File: src/rtl/retire_sb.sv
// Retire stage: tag check, write-back, branch redirect, privileged control, instret,
// and a posted store buffer with byte-merge load forwarding.
package retire_sb_pkg;
    typedef enum logic [4:0] {
        NOP, ADD, LUI, LB, LBU, LH, LHU, LW, SB, SH, SW,
        BRANCH, JAL, JALR, ECALL, EBREAK, MRET, CSR
    } iType_e;

    typedef enum logic [3:0] {
        NE, ILLEGAL_INSTRUCTION, MISALIGNED_FETCH, INSTRUCTION_ACCESS_FAULT,
        ECALL_FROM_MACHINE, BREAKPOINT
    } exceptionCode_e;
endpackage

module retire_sb
    import retire_sb_pkg::*;
#(
    parameter int TAG_WIDTH   = 3,
    parameter int SB_DEPTH    = 4,
    parameter int BRANCH_PRED = 0
) (
    input  logic                 clk,
    input  logic                 reset,
    input  logic [31:0]          pc_i,
    input  logic [31:0]          results_i [2],
    input  logic [TAG_WIDTH-1:0] tag_i,
    input  logic [3:0]           mem_write_enable_i,
    input  logic                 write_enable_i,
    input  logic                 jump_i,
    input  logic                 predicted_branch_i,
    input  iType_e               instruction_operation_i,
    input  logic                 exc_ilegal_inst_i,
    input  logic                 exc_misaligned_fetch_i,
    input  logic                 exc_inst_access_fault_i,
    input  logic                 interrupt_pending_i,
    input  logic [31:0]          mem_data_i,
    input  logic                 mem_gnt_i,
    output logic                 stall_o,
    output logic                 killed_o,
    output logic                 regbank_write_enable_o,
    output logic [31:0]          regbank_data_o,
    output logic                 jump_o,
    output logic [31:0]          jump_target_o,
    output logic                 mem_write_req_o,
    output logic [31:0]          mem_write_address_o,
    output logic [31:0]          mem_data_o,
    output logic [3:0]           mem_write_enable_o,
    output logic                 sb_empty_o,
    output logic [TAG_WIDTH-1:0] current_retire_tag_o,
    output logic                 raise_exception_o,
    output exceptionCode_e       exception_code_o,
    output logic                 machine_return_o,
    output logic                 interrupt_ack_o,
    output logic [63:0]          instret_o
);

    localparam int PTR_W = $clog2(SB_DEPTH);
    localparam int CNT_W = PTR_W + 1;

    logic [TAG_WIDTH-1:0] curr_tag_q, curr_tag_d;
    logic [PTR_W-1:0]     head_q, head_d, tail_q, tail_d;
    logic [CNT_W-1:0]     count_q, count_d;
    logic [63:0]          instret_q, instret_d;
    logic [31:0]          sb_addr_q [SB_DEPTH];
    logic [31:0]          sb_addr_d [SB_DEPTH];
    logic [31:0]          sb_data_q [SB_DEPTH];
    logic [31:0]          sb_data_d [SB_DEPTH];
    logic [3:0]           sb_be_q   [SB_DEPTH];
    logic [3:0]           sb_be_d   [SB_DEPTH];

    logic        is_store, exc_cand, accept, push, pop;
    logic [31:0] merged_word;

    function automatic logic [31:0] load_extend(input iType_e op, input logic [31:0] word,
                                                input logic [1:0] off);
        logic [7:0]  b;
        logic [15:0] h;
        logic [31:0] r;
        b = word[{off, 3'b000} +: 8];
        h = off[1] ? word[31:16] : word[15:0];
        case (op)
            LB:      r = {{24{b[7]}}, b};
            LBU:     r = {24'b0, b};
            LH:      r = {{16{h[15]}}, h};
            LHU:     r = {16'b0, h};
            default: r = word;
        endcase
        return r;
    endfunction

    // Acceptance: exceptions never push, so they are exempt from buffer-full stalls.
    always_comb begin
        killed_o = (tag_i != curr_tag_q);
        is_store = (mem_write_enable_i != 4'b0);
        exc_cand = exc_ilegal_inst_i | exc_misaligned_fetch_i | exc_inst_access_fault_i
                 | (instruction_operation_i == ECALL) | (instruction_operation_i == EBREAK);
        stall_o  = !killed_o && is_store && !exc_cand && (count_q == CNT_W'(SB_DEPTH));
        accept   = !killed_o && !stall_o;
    end

    always_comb begin
        raise_exception_o = 1'b0;
        exception_code_o  = NE;
        machine_return_o  = 1'b0;
        interrupt_ack_o   = 1'b0;
        if (accept) begin
            if (exc_inst_access_fault_i) begin
                raise_exception_o = 1'b1;
                exception_code_o  = INSTRUCTION_ACCESS_FAULT;
            end else if (exc_misaligned_fetch_i) begin
                raise_exception_o = 1'b1;
                exception_code_o  = MISALIGNED_FETCH;
            end else if (exc_ilegal_inst_i) begin
                raise_exception_o = 1'b1;
                exception_code_o  = ILLEGAL_INSTRUCTION;
            end else if (instruction_operation_i == ECALL) begin
                raise_exception_o = 1'b1;
                exception_code_o  = ECALL_FROM_MACHINE;
            end else if (instruction_operation_i == EBREAK) begin
                raise_exception_o = 1'b1;
                exception_code_o  = BREAKPOINT;
            end else if (instruction_operation_i == MRET) begin
                machine_return_o = 1'b1;
            end else if (interrupt_pending_i) begin
                interrupt_ack_o = 1'b1;
            end
        end
    end

    always_comb begin
        jump_o        = 1'b0;
        jump_target_o = 32'b0;
        if (accept) begin
            if (BRANCH_PRED == 0) begin
                jump_o        = jump_i;
                jump_target_o = results_i[1];
            end else if (jump_i && !predicted_branch_i) begin
                jump_o        = 1'b1;
                jump_target_o = results_i[1];
            end else if (predicted_branch_i && !jump_i) begin
                jump_o        = 1'b1;
                jump_target_o = pc_i;
            end
        end
        if (!jump_o) begin
            jump_target_o = 32'b0;
        end
    end

    // Forwarding walks the buffer oldest to youngest so later stores win per byte.
    always_comb begin
        logic [PTR_W-1:0] idx;
        merged_word = mem_data_i;
        idx         = head_q;
        for (int i = 0; i < SB_DEPTH; i++) begin
            idx = head_q + PTR_W'(i);
            if ((CNT_W'(i) < count_q) && (sb_addr_q[idx][31:2] == results_i[1][31:2])) begin
                for (int b = 0; b < 4; b++) begin
                    if (sb_be_q[idx][b]) begin
                        merged_word[8*b +: 8] = sb_data_q[idx][8*b +: 8];
                    end
                end
            end
        end
    end

    always_comb begin
        regbank_write_enable_o = accept && write_enable_i && !raise_exception_o;
        case (instruction_operation_i)
            LB, LBU, LH, LHU, LW:
                regbank_data_o = load_extend(instruction_operation_i, merged_word, results_i[1][1:0]);
            default:
                regbank_data_o = results_i[0];
        endcase

        mem_write_req_o     = (count_q != '0);
        sb_empty_o          = !mem_write_req_o;
        mem_write_address_o = mem_write_req_o ? sb_addr_q[head_q] : 32'b0;
        mem_data_o          = mem_write_req_o ? sb_data_q[head_q] : 32'b0;
        mem_write_enable_o  = mem_write_req_o ? sb_be_q[head_q]   : 4'b0;

        current_retire_tag_o = curr_tag_q;
        instret_o            = instret_q;
    end

    always_comb begin
        push      = accept && is_store && !raise_exception_o;
        pop       = mem_write_req_o && mem_gnt_i;
        sb_addr_d = sb_addr_q;
        sb_data_d = sb_data_q;
        sb_be_d   = sb_be_q;
        tail_d    = tail_q;
        head_d    = head_q;
        if (push) begin
            sb_addr_d[tail_q] = results_i[1];
            sb_data_d[tail_q] = results_i[0];
            sb_be_d[tail_q]   = mem_write_enable_i;
            tail_d            = tail_q + PTR_W'(1);
        end
        if (pop) begin
            head_d = head_q + PTR_W'(1);
        end
        case ({push, pop})
            2'b10:   count_d = count_q + CNT_W'(1);
            2'b01:   count_d = count_q - CNT_W'(1);
            default: count_d = count_q;
        endcase

        curr_tag_d = curr_tag_q;
        if (accept && (jump_o || raise_exception_o || machine_return_o || interrupt_ack_o)) begin
            curr_tag_d = curr_tag_q + TAG_WIDTH'(1);
        end
        instret_d = instret_q;
        if (accept && !raise_exception_o) begin
            instret_d = instret_q + 64'd1;
        end
    end

    always_ff @(posedge clk) begin
        if (reset) begin
            curr_tag_q <= '0;
            head_q     <= '0;
            tail_q     <= '0;
            count_q    <= '0;
            instret_q  <= '0;
        end else begin
            curr_tag_q <= curr_tag_d;
            head_q     <= head_d;
            tail_q     <= tail_d;
            count_q    <= count_d;
            instret_q  <= instret_d;
        end
    end

    // Buffer payload carries no reset; validity is tracked solely by count_q.
    always_ff @(posedge clk) begin
        sb_addr_q <= sb_addr_d;
        sb_data_q <= sb_data_d;
        sb_be_q   <= sb_be_d;
    end

endmodule

File: config.mk
export PLATFORM = sky130hd
export DESIGN_NAME = retire_sb
export DESIGN_NICKNAME = d
export VERILOG_FILES = /design/src/rtl/retire_sb.sv
export SDC_FILE = /design/constraint.sdc
export NUM_CORES = 1
export LEC_CHECK = 0
export BUFFER_PORTS_ARGS = -buffer_cell sky130_fd_sc_hd__clkbuf_2
export CORE_ASPECT_RATIO = 0.7
export CORE_MARGIN = 8
export CORE_UTILIZATION = 50
export CTS_CLUSTER_SIZE = 40
export DETAILED_ROUTE_END_ITERATION = 12
export PLACE_DENSITY_LB_ADDON = 0.08
export SYNTH_ARGS = -nofsm -noshare
export SYNTH_HDL_FRONTEND = slang
export SYNTH_SLANG_ARGS = --single-unit
export TNS_END_PERCENT = 50
File: constraint.sdc
create_clock -name clk -period 5.4 [get_ports clk]
set_input_delay 0.54 -clock clk [delete_from_list [all_inputs] [get_ports clk]]
set_output_delay 0.54 -clock clk [all_outputs]
set_load 0.02 [all_outputs]
## Yosys cells after proc, flatten, opt, wreduce, memory -nomap -nowiden

Cells that the tools add are included.

- Register bits after elaboration: 346
- Bits of input ports: 150
- Word-level logic and storage cells: 189

- Add/subtract/negate cells: 8
- Magnitude comparators: 10
- Eq/ne operators: 16
- Shift-type cells: 1
- Multiplexer cells: 100
- Bitwise operators: 9
- Reductions and logical operators: 28

Operators with widths:

| cell | number |
|---|---|
| $mux 32 | 26 |
| $bmux 32 s2 | 8 |
| $bwmux 128 | 2 |
| $mux 8 | 16 |
| $pmux 32 s4 | 1 |
| $eq 30x30->1 | 4 |
| $add 64x1->64 const B | 1 |
| $demux 32 s2 | 1 |
| $mux 4 | 10 |
| $bmux 4 s2 | 4 |
| $shiftx 32x6->8 | 1 |
| $mux 1 | 22 |
| $eq 5x3->1 const B | 4 |
| $mux 3 | 6 |
| $bwmux 16 | 1 |
| $logic_and 1x1->1 | 16 |
| $mux 16 | 1 |
| $ge 3x3->1 const B | 5 |
| $not 2->3 | 5 |
| $eq 5x4->1 const B | 2 |
| $demux 4 s2 | 1 |
| $add 3x1->3 const B | 2 |
| $lt 1x3->1 const A | 2 |
| $lt 2x3->1 const A | 2 |
| 18 further kinds | 29 |

## Longest topological paths before layout

Gate-level depths: netlist of run 1.

- Word-level depth: 16
- Mapped depth: 20

## Worst setup path before layout of run 1

No wires, ideal clock.

- Path kind: flip-flop to output port
- From: reg head_q[0]
- To: out regbank_data_o[6]
- Arrival time: 4.247 ns
- Required time: 4.860 ns
- Setup slack: 0.613 ns
- Stages on the path, launching flop included: 18
- Cells stage by stage: dfxtp_1 > buf_6 > buf_12 > buf_12 > buf_8 > buf_8 > mux4_2 > xnor2_1 > nand2_1 > a2111oi_2 > nand4b_1 > or3_1 > buf_6 > mux2i_1 > o211a_1 > o21ai_1 > o2111a_1 > o41ai_1

- Longest elaborated chain between the ends: 16
- Elaborated cells between the ends (all ways): 75
- Those cells by class: 3 x add/sub; 4 x eq/ne; 1 x shift; 59 x mux; 4 x bitwise; 4 x reduce/logical

Ends and longest elaborated chain:

| item | line | source |
|---|---|---|
| start: declaration | 61 | `logic [PTR_W-1:0] head_q, head_d, tail_q, tail_d;` |
| start signal: assignment | 222 | `head_q <= '0;` |
| start signal: assignment | 228 | `head_q <= head_d;` |
| branches (longest 12 deep; another with $add 2x1->2) | -- |  |
| $mux 32 (*) | 157 | `if ((CNT_W'(i) < count_q) && (sb_addr_q[idx][31:2] == results_i[1][31:2])) begin` |
| $shiftx 32x6->8 / $mux 16 (equally long branches) | 79, 80 |  |
| $pmux 32 s4 (*) | 81 | `case (op)` |
| $mux 32 (*) | 169 | `case (instruction_operation_i)` |
| end: declaration | 41 | `output logic [31:0] regbank_data_o,` |

Mark *: on every way between the ends. The select of a mux whose other input is x is not followed.

## Final worst setup path of run 1

- From: reg head_q[0]
- To: out regbank_data_o[5]

The elaborated chain is that of the path after synthesis.

==> results by group, run 1 <==
GRT
  – Vias in the first global route: 20700
  – Pin count of the biggest net entering global routing: 123
  – Initial antenna violation count: 7
  – Total congestion overflow: 0
  – Total Routing Usage GR: 31.1%
  – First-pass GRT wire length: 132 mm

Worst setup path
  – CP startpoint kind: flip-flop
  – Worst Path Buf+Inv: 8
  – Max stage delay cell, worst path: or4b_4
  – CP peak stage delay: 0.58 ns
  – Critical-path cell list: buf_12, buf_12, buf_16, buf_6, mux2i_1, o221ai_1, o2bb2ai_1, o211a_1, or4b_4, buf_12, a211o_1, mux2i_2, mux2_2, a221oi_2, buf_4, buf_4, a211oi_1, o21ai_1, buf_2
  – WP data arrival: 5.17 ns
  – Most frequent CP cell: buf_12
  – Crit path kind: reg -> out
  – Top delay family on crit path: compound AO/OA/AOI/OAI gates
  – Max FO, Critical Path: 6
  – Crit. End Element: primary output
  – Critical Path RT: 4.86 ns

Clocking
  – Hold Buf Count CTS: 0
  – TritonCTS buffer count: 37
  – Worst skew pair latency: 0.54 ns
  – CTS tree: yes
  – Clk slew on worst S/H paths: 0.07 ns
  – H-tree levels: 2
  – Clk sink count: 346
  – Maximum buffer depth of the clock tree: 3
  – CTS root buffer: clkbuf_16

Floorplanning
  – Row count: 66
  – IO Pins: 362
  – Die Width: 276 um
  – Area of the die: 54700 um^2
  – Die Ht: 198 um
  – CORE AREA: 46600 um^2
  – Initial Util: 50.9%

Logic synthesis
  – Syn_nets: 2482
  – Synth unique cells: 90
  – Post-synth EDFFs: 272
  – Seq/Total Area, Yosys: 40.7%
  – Synth top area share: 34.5%
  – Synthesis-stage register bit count: 346
  – Ys async rst share: 0%
  – Post-synth top area cell: edfxtp_1
  – Top_reg_cell synth: edfxtp_1
  – Mapped Area: 23700 um^2
  – Mapped Avg Cell Area: 10.2 um^2
  – Synth area leaders: edfxtp_1, mux2i_1, dfxtp_1, mux4_2, mux2_2
  – Warnings, synthesis: 0
  – Synthesized netlist cell count: 2322

Flow run
  – Max cap viols: 0

Placement
  – Dpl hpwl: 65.4 mm
  – Routability cong.: 1.02
  – Placed cell count: 3242
  – Port bufs: 327

Routing
  – Vias/cell: 6.40
  – Final ANT Viol Nets: 0
  – Routed WL: 89.7 mm
  – Vias: 21500
  – DRC viols: 0
  – First-iteration detailed-routing DRC count: 2737
  – 1st-pass router iterations: 7
  – Routed len/inst: 26.7 um

Layout
  – Commonest non-fill, non-tap cell in the layout: clkbuf_2
  – Layout Cells excl Fill: 3365
  – Core Util, Final: 63.0%
  – Share of layout cells above drive strength 1: 32.4%
  – Final net count: 2882
  – Area grow syn2layout: 23.9%
  – Most frequent cells in the layout: clkbuf_2, edfxtp_1, nor2_1

Power
  – Total Power: 10.1 mW
  – PD cells: 343 nW/um^2
  – VDD IR max: 0.223 mV
  – Lkg Pwr: 11.0 nW

Timing
  – Tmin final: 5.71 ns
  – Slew @ Worst Pin: 1.35 ns
  – Hold Violations, Final: 0
  – Final Slew Violations: 0
  – Fmax: 175 MHz
  – Max-Slew Margin vs Limit: 9.53%
  – Final WS setup: -0.308 ns
  – Final hold slack: 0.241 ns
  – Final period util: 106%
  – Setup TNS: -2.75 ns
  – Finish-stage setup viols: 19
  – RSZ-0062 raised after global routing: yes
  – Worst Skew: 0.0122 ns

Status
  – Status: complete, but fails checks
  – Failing checks: setup timing

Hold path
  – Worst hold path class: in -> reg
## layer usage
layer	up-vias	track usage [%]	routed length, um
li1	9518	-	-
met1	10600	44.8	39400
met2	1237	45.9	37600
met3	152	9.57	10800
met4	10	6.31	1800
met5	-	0	63
## logic make-up after synthesis
family,Yosys count,share of synthesized area [%]
compound gates,459,12.9
fa+ha+maj,10,0.528
other cells,1,0.0158
simple gates,779,16.6
xor+xnor,152,5.62
buf+inv,212,4.51
mux,363,19.1
flops,346,40.7
## final cells by class
type	instances	area [um^2]
tap	612	766
antenna	3	7.51
fill	3869	17200
sequential	346	9660
clock buffer	49	1080
clock inverter	18	241
timing repair buffer	529	3700
inverter	44	168
multi-input combinational	1764	13700
## final timing paths
check,slack [ns],endpoint,from,cells after the start
min,0.24,sb_data_q[124]$_DFFE_PP_,results_i[60],1
max,-0.31,regbank_data_o[5],head_q[0]$_SDFFE_PP0P_,19
min reg2reg,0.49,instret_o[63]$_SDFFE_PP0P_,instret_o[63]$_SDFFE_PP0P_,2
max reg2reg,1.66,instret_o[63]$_SDFFE_PP0P_,count_q[1]$_SDFFE_PP0P_,13
## per-stage QoR
stage	area (um^2)	worst slack [ns]
6_report	29400	-0.308
5_1_grt	29300	-0.342
4_1_cts	28900	-0.188
3_5_place_dp	26500	-0.123
3_3_place_gp	26500	-0.122
2_1_floorplan	23700	0.613
## synthesized netlist by cell type (all sizes together) (61+ instances only)
cell type / number
a21oi: 117
and2: 71
and3: 61
buf: 79
clkbuf: 89
dfxtp: 74
edfxtp: 272
mux2: 105
mux2i: 199
nand2: 166
nor2: 223
o21ai: 122
xnor2: 97
## worst reg2reg max path: stages, from the launching register on
cell,delay [ns]
dfxtp_1,0.33
buf_4,0.16
inv_1,0.09
ha_1,0.21
nand2_1,0.18
o211ai_1,0.14
nor3_1,0.57
and2_1,0.29
nor2b_1,0.31
and3_1,0.26
nand2b_1,0.14
or3_1,0.47
or3_1,0.38
a21oi_1,0.13
## registers in the layout, summed over array words and instances, names as in the netlist
register and cells:
instret_o 64, sb_data_q 128, tail_q 2, count_q 3
sb_addr_q 128, head_q 2, sb_be_q 16, current_retire_tag_o 3
## where the power goes
group / total (mW) / internal, mW / switching (mW)
clock network: 2.81 / 1.69 / 1.11
logic: 4.36 / 1.80 / 2.56
registers: 2.91 / 2.89 / 0.0209
total: 10.1 / 6.38 / 3.69
## timing repair
item                       CTS  global route
setup buffers               41            10
cloned                       5             0
gates resized for setup    141           103
pin swaps                   27            31
setup endpoints to repair   32            32
(Power assumes the default switching activity.)
==> run 2: changes to the inputs <==
Settings changed: ABC_AREA set to 1, CORE_UTILIZATION 50 to 40.
==> results by group, run 2 <==
GRT
  – Total Routing Usage GR: 27.2% (-3.9 points)
  – Pin count of the biggest net entering global routing: 113 (-8.1%)
  – Initial antenna violation count: 8 (+1)
  – Vias in the first global route: 23900 (+16%)
  – First-pass GRT wire length: 150 mm (+13%)
  – Total congestion overflow: 0 (unchanged)

Logic synthesis
  – Post-synthesis adder-cell area fraction: 0.494% (-0.034 points)
  – Most common library cells after synthesis: nand2_1, inv_1, nand3_1
  – Mapped Area: 25300 um^2 (+6.9%)
  – Most numerous cell in the Yosys netlist: nand2_1
  – Top_reg_cell synth: edfxtp_1
  – Synthesis-stage register bit count: 346 (unchanged)
  – Post-synthesis xor/xnor area fraction: 0.761% (-4.9 points)
  – Post-synth EDFFs: 272 (unchanged)
  – Post-synthesis mux area share: 0.0395% (-19 points)
  – Post-synth top area cell: edfxtp_1
  – Warnings, synthesis: 0 (unchanged)
  – Ys async rst share: 0% (unchanged)
  – Synthesized netlist cell count: 3890 (+68%)
  – Syn_nets: 4050 (+63%)
  – Combinational family with the most area after synthesis: simple AND/OR/NAND/NOR gates
  – Synth top area share: 32.3% (-2.2 points)
  – Mapped Avg Cell Area: 6.51 um^2 (-36%)
  – Compound-Gate Fraction of Synth Area: 11.4% (-1.4 points)
  – Synth unique cells: 50 (-44%)
  – Synth area leaders: edfxtp_1, nand2_1, nand3_1, o21ai_0, inv_1
  – Seq/Total Area, Yosys: 38.1% (-2.6 points)
  – Post-synthesis simple-gate area fraction: 39.3% (+23 points)

Layout
  – Post-route cell area: 29400 um^2 (about the same)
  – Area grow syn2layout: 16.0%
  – Layout Cells excl Fill: 5038 (+50%)
  – Final net count: 4335 (+50%)
  – Commonest non-fill, non-tap cell in the layout: nand2_1
  – Most frequent cells in the layout: nand2_1, inv_1, nand3_1
  – Share of layout cells above drive strength 1: 12.9% (-19 points)

Timing
  – Fmax: 195 MHz (+11%)
  – Worst Skew: 0.0204 ns (+0.00819 ns)
  – Setup TNS: 0 ns (+2.75 ns)
  – Slew @ Worst Pin: 1.01 ns (-0.339 ns)
  – Final period util: 95.2% (-11 points)
  – Final WS setup: 0.260 ns (+0.568 ns)
  – Tmin final: 5.14 ns (-0.568 ns)
  – Final hold slack: 0.203 ns (-0.0387 ns)
  – Hold Violations, Final: 0 (unchanged)
  – Max-Slew Margin vs Limit: 32.5% (+23 points)
  – Finish-stage setup viols: 0 (-19)
  – RSZ-0062 raised after global routing: no
  – Final Slew Violations: 0 (unchanged)

Placement
  – Port bufs: 327 (unchanged)
  – Pre-CTS setup slack: 0.654 ns (+0.777 ns)
  – Routability cong.: 0.989 (-2.6%)
  – Placed cell count: 4947 (+53%)
  – Dpl cell area: 27800 um^2 (+5.1%)
  – Dpl hpwl: 76.3 mm (+17%)

Worst setup path
  – RR Endpoint: instret_o[60]$_SDFFE_PP0P_
  – Crit path kind: reg -> out
  – R2R setup slack: 1.74 ns (+0.08 ns)
  – WP data arrival: 4.60 ns (-0.57 ns)
  – Critical R2R Launch: current_retire_tag_o[0]$_SDFFE_PP0P_
  – Crit. End Element: primary output
  – Critical Path RT: 4.86 ns (about the same)
  – Worst Reg2Reg Path Length in Cells: 14 (+1)
  – CP startpoint kind: flip-flop
  – Max FO, Critical Path: 33 (+27)

Hold path
  – Min-delay src: results_i[45]
  – Worst hold path class: in -> reg
  – Hold Crit Depth: 1 (unchanged)
  – Hold Path End: sb_data_q[45]$_DFFE_PP_

Clocking
  – Worst skew pair latency: 0.58 ns (+0.04 ns)
  – H-tree levels: 2 (unchanged)
  – CTS tree: yes
  – Maximum buffer depth of the clock tree: 3 (unchanged)
  – CTS root buffer: clkbuf_16
  – Clk sink count: 346 (unchanged)
  – TritonCTS buffer count: 41 (+11%)
  – Clk slew on worst S/H paths: 0.06 ns (about the same)

Floorplanning
  – CORE AREA: 62900 um^2 (+35%)
  – Die Ht: 226 um (+14%)
  – Initial Util: 40.2% (-11 points)
  – IO Pins: 362 (unchanged)
  – Row count: 77 (+17%)
  – Area of the die: 71700 um^2 (+31%)
  – Die Width: 317 um (+15%)

Power
  – PD cells: 339 nW/um^2 (-1.3%)
  – VDD IR max: 0.232 mV (+4.1%)
  – Lkg Pwr: 13.4 nW (+22%)

Routing
  – Vias: 27000 (+25%)
  – First-iteration detailed-routing DRC count: 3297 (+20%)
  – 1st-pass router iterations: 9 (+2)
  – Vias/cell: 5.35 (-16%)
  – Routed len/inst: 20.2 um (-24%)
  – Final ANT Viol Nets: 0 (unchanged)
  – Routed WL: 102 mm (+13%)
  – DRC viols: 0 (unchanged)

Flow run
  – Max cap viols: 0 (unchanged)

Status
  – Status: finished, final reports clean
run 2: stage by stage:
stage / power (mW) / util [%]
finish: 9.94 / 46.7
global route: 10.5 / 46.7
CTS: 9.86 / 46.2
detailed placement: 7.15 / 44.2
global placement: 7.14 / 44.2
floorplan: 5.83 / -
run 2: cell type report:
class,instances,area [um^2]
Fill cell,6542,33500
Clock inverter,17,143
Multi-Input combinational cell,2949,13300
Antenna cell,5,12.5
Tap cell,829,1040
Sequential cell,346,9660
Inverter,424,1600
Timing Repair Buffer,413,2510
Clock buffer,55,1110
run 2: kinds of logic (layout without fill, tap and decap cells):
logic type	count (synthesis)	after routing
other	1	6
buffers and inverters	595	909
AO/OA/AOI/OAI	537	537
adder cells (fa/ha/maj)	10	10
flip-flops	346	346
XOR/XNOR	22	22
AND/OR/NAND/NOR	2378	2378
multiplexers	1	1
run 2: where the power goes:
| group | internal [mW] | switching, mW | total, mW | leakage [nW] |
|---|---|---|---|---|
| registers | 2.89 | 0.0333 | 2.92 | 3.04 |
| clock network | 1.54 | 1.16 | 2.70 | 0.623 |
| logic | 1.18 | 3.14 | 4.32 | 9.78 |
| total | 5.61 | 4.33 | 9.94 | 13.4 |
run 2: repair_timing:
| item | 4_1_cts | 5_1_grt |
|---|---|---|
| setup endpoints to repair | 0 | 31 |
| buffers inserted | 0 | 12 |
| resized for setup | 0 | 19 |
| hold buffers | 0 | 0 |
run 2: worst max-delay path by stage:
stage | endpoint | startpoint
finish | regbank_data_o[4] | head_q[0]$_SDFFE_PP0P_
global route | regbank_data_o[19] | head_q[0]$_SDFFE_PP0P_
CTS | regbank_data_o[2] | head_q[1]$_SDFFE_PP0P_
detailed placement | regbank_data_o[2] | head_q[1]$_SDFFE_PP0P_
global placement | regbank_data_o[2] | head_q[1]$_SDFFE_PP0P_
floorplan | sb_addr_q[0]$_DFFE_PP_ | tag_i[0]
run 2: critical path, cell delays in order (launching register included):
cell and delay [ns]:
dfxtp_4 0.42, inv_6 0.19, nand2_1 0.12, nand2_4 0.23
buf_12 0.24, nand2_1 0.09, nand2_1 0.08, nand2_1 0.05
nand2_1 0.17, and2_1 0.15, nand2_1 0.06, nor2_1 0.09
inv_1 0.07, nor2_4 0.28, nand2_1 0.18, nor2_2 0.38
nand2_1 0.10, nand3_1 0.10, nand2_1 0.08, nand2_1 0.06
nor2_1 0.07, nand2_1 0.09, nand2_1 0.05, nor2_1 0.20
nor2_1 0.14, nor2_1 0.12, clkbuf_2 0.19
run 2: metal layers:
metal  track usage, %  share of wire [%]  routed length, um
met2             38.4                 40              40600
met5                0              0.054                 55
met1             41.5                 47              48000
met4             5.81                2.0               2000
met3             6.51                 11              11000
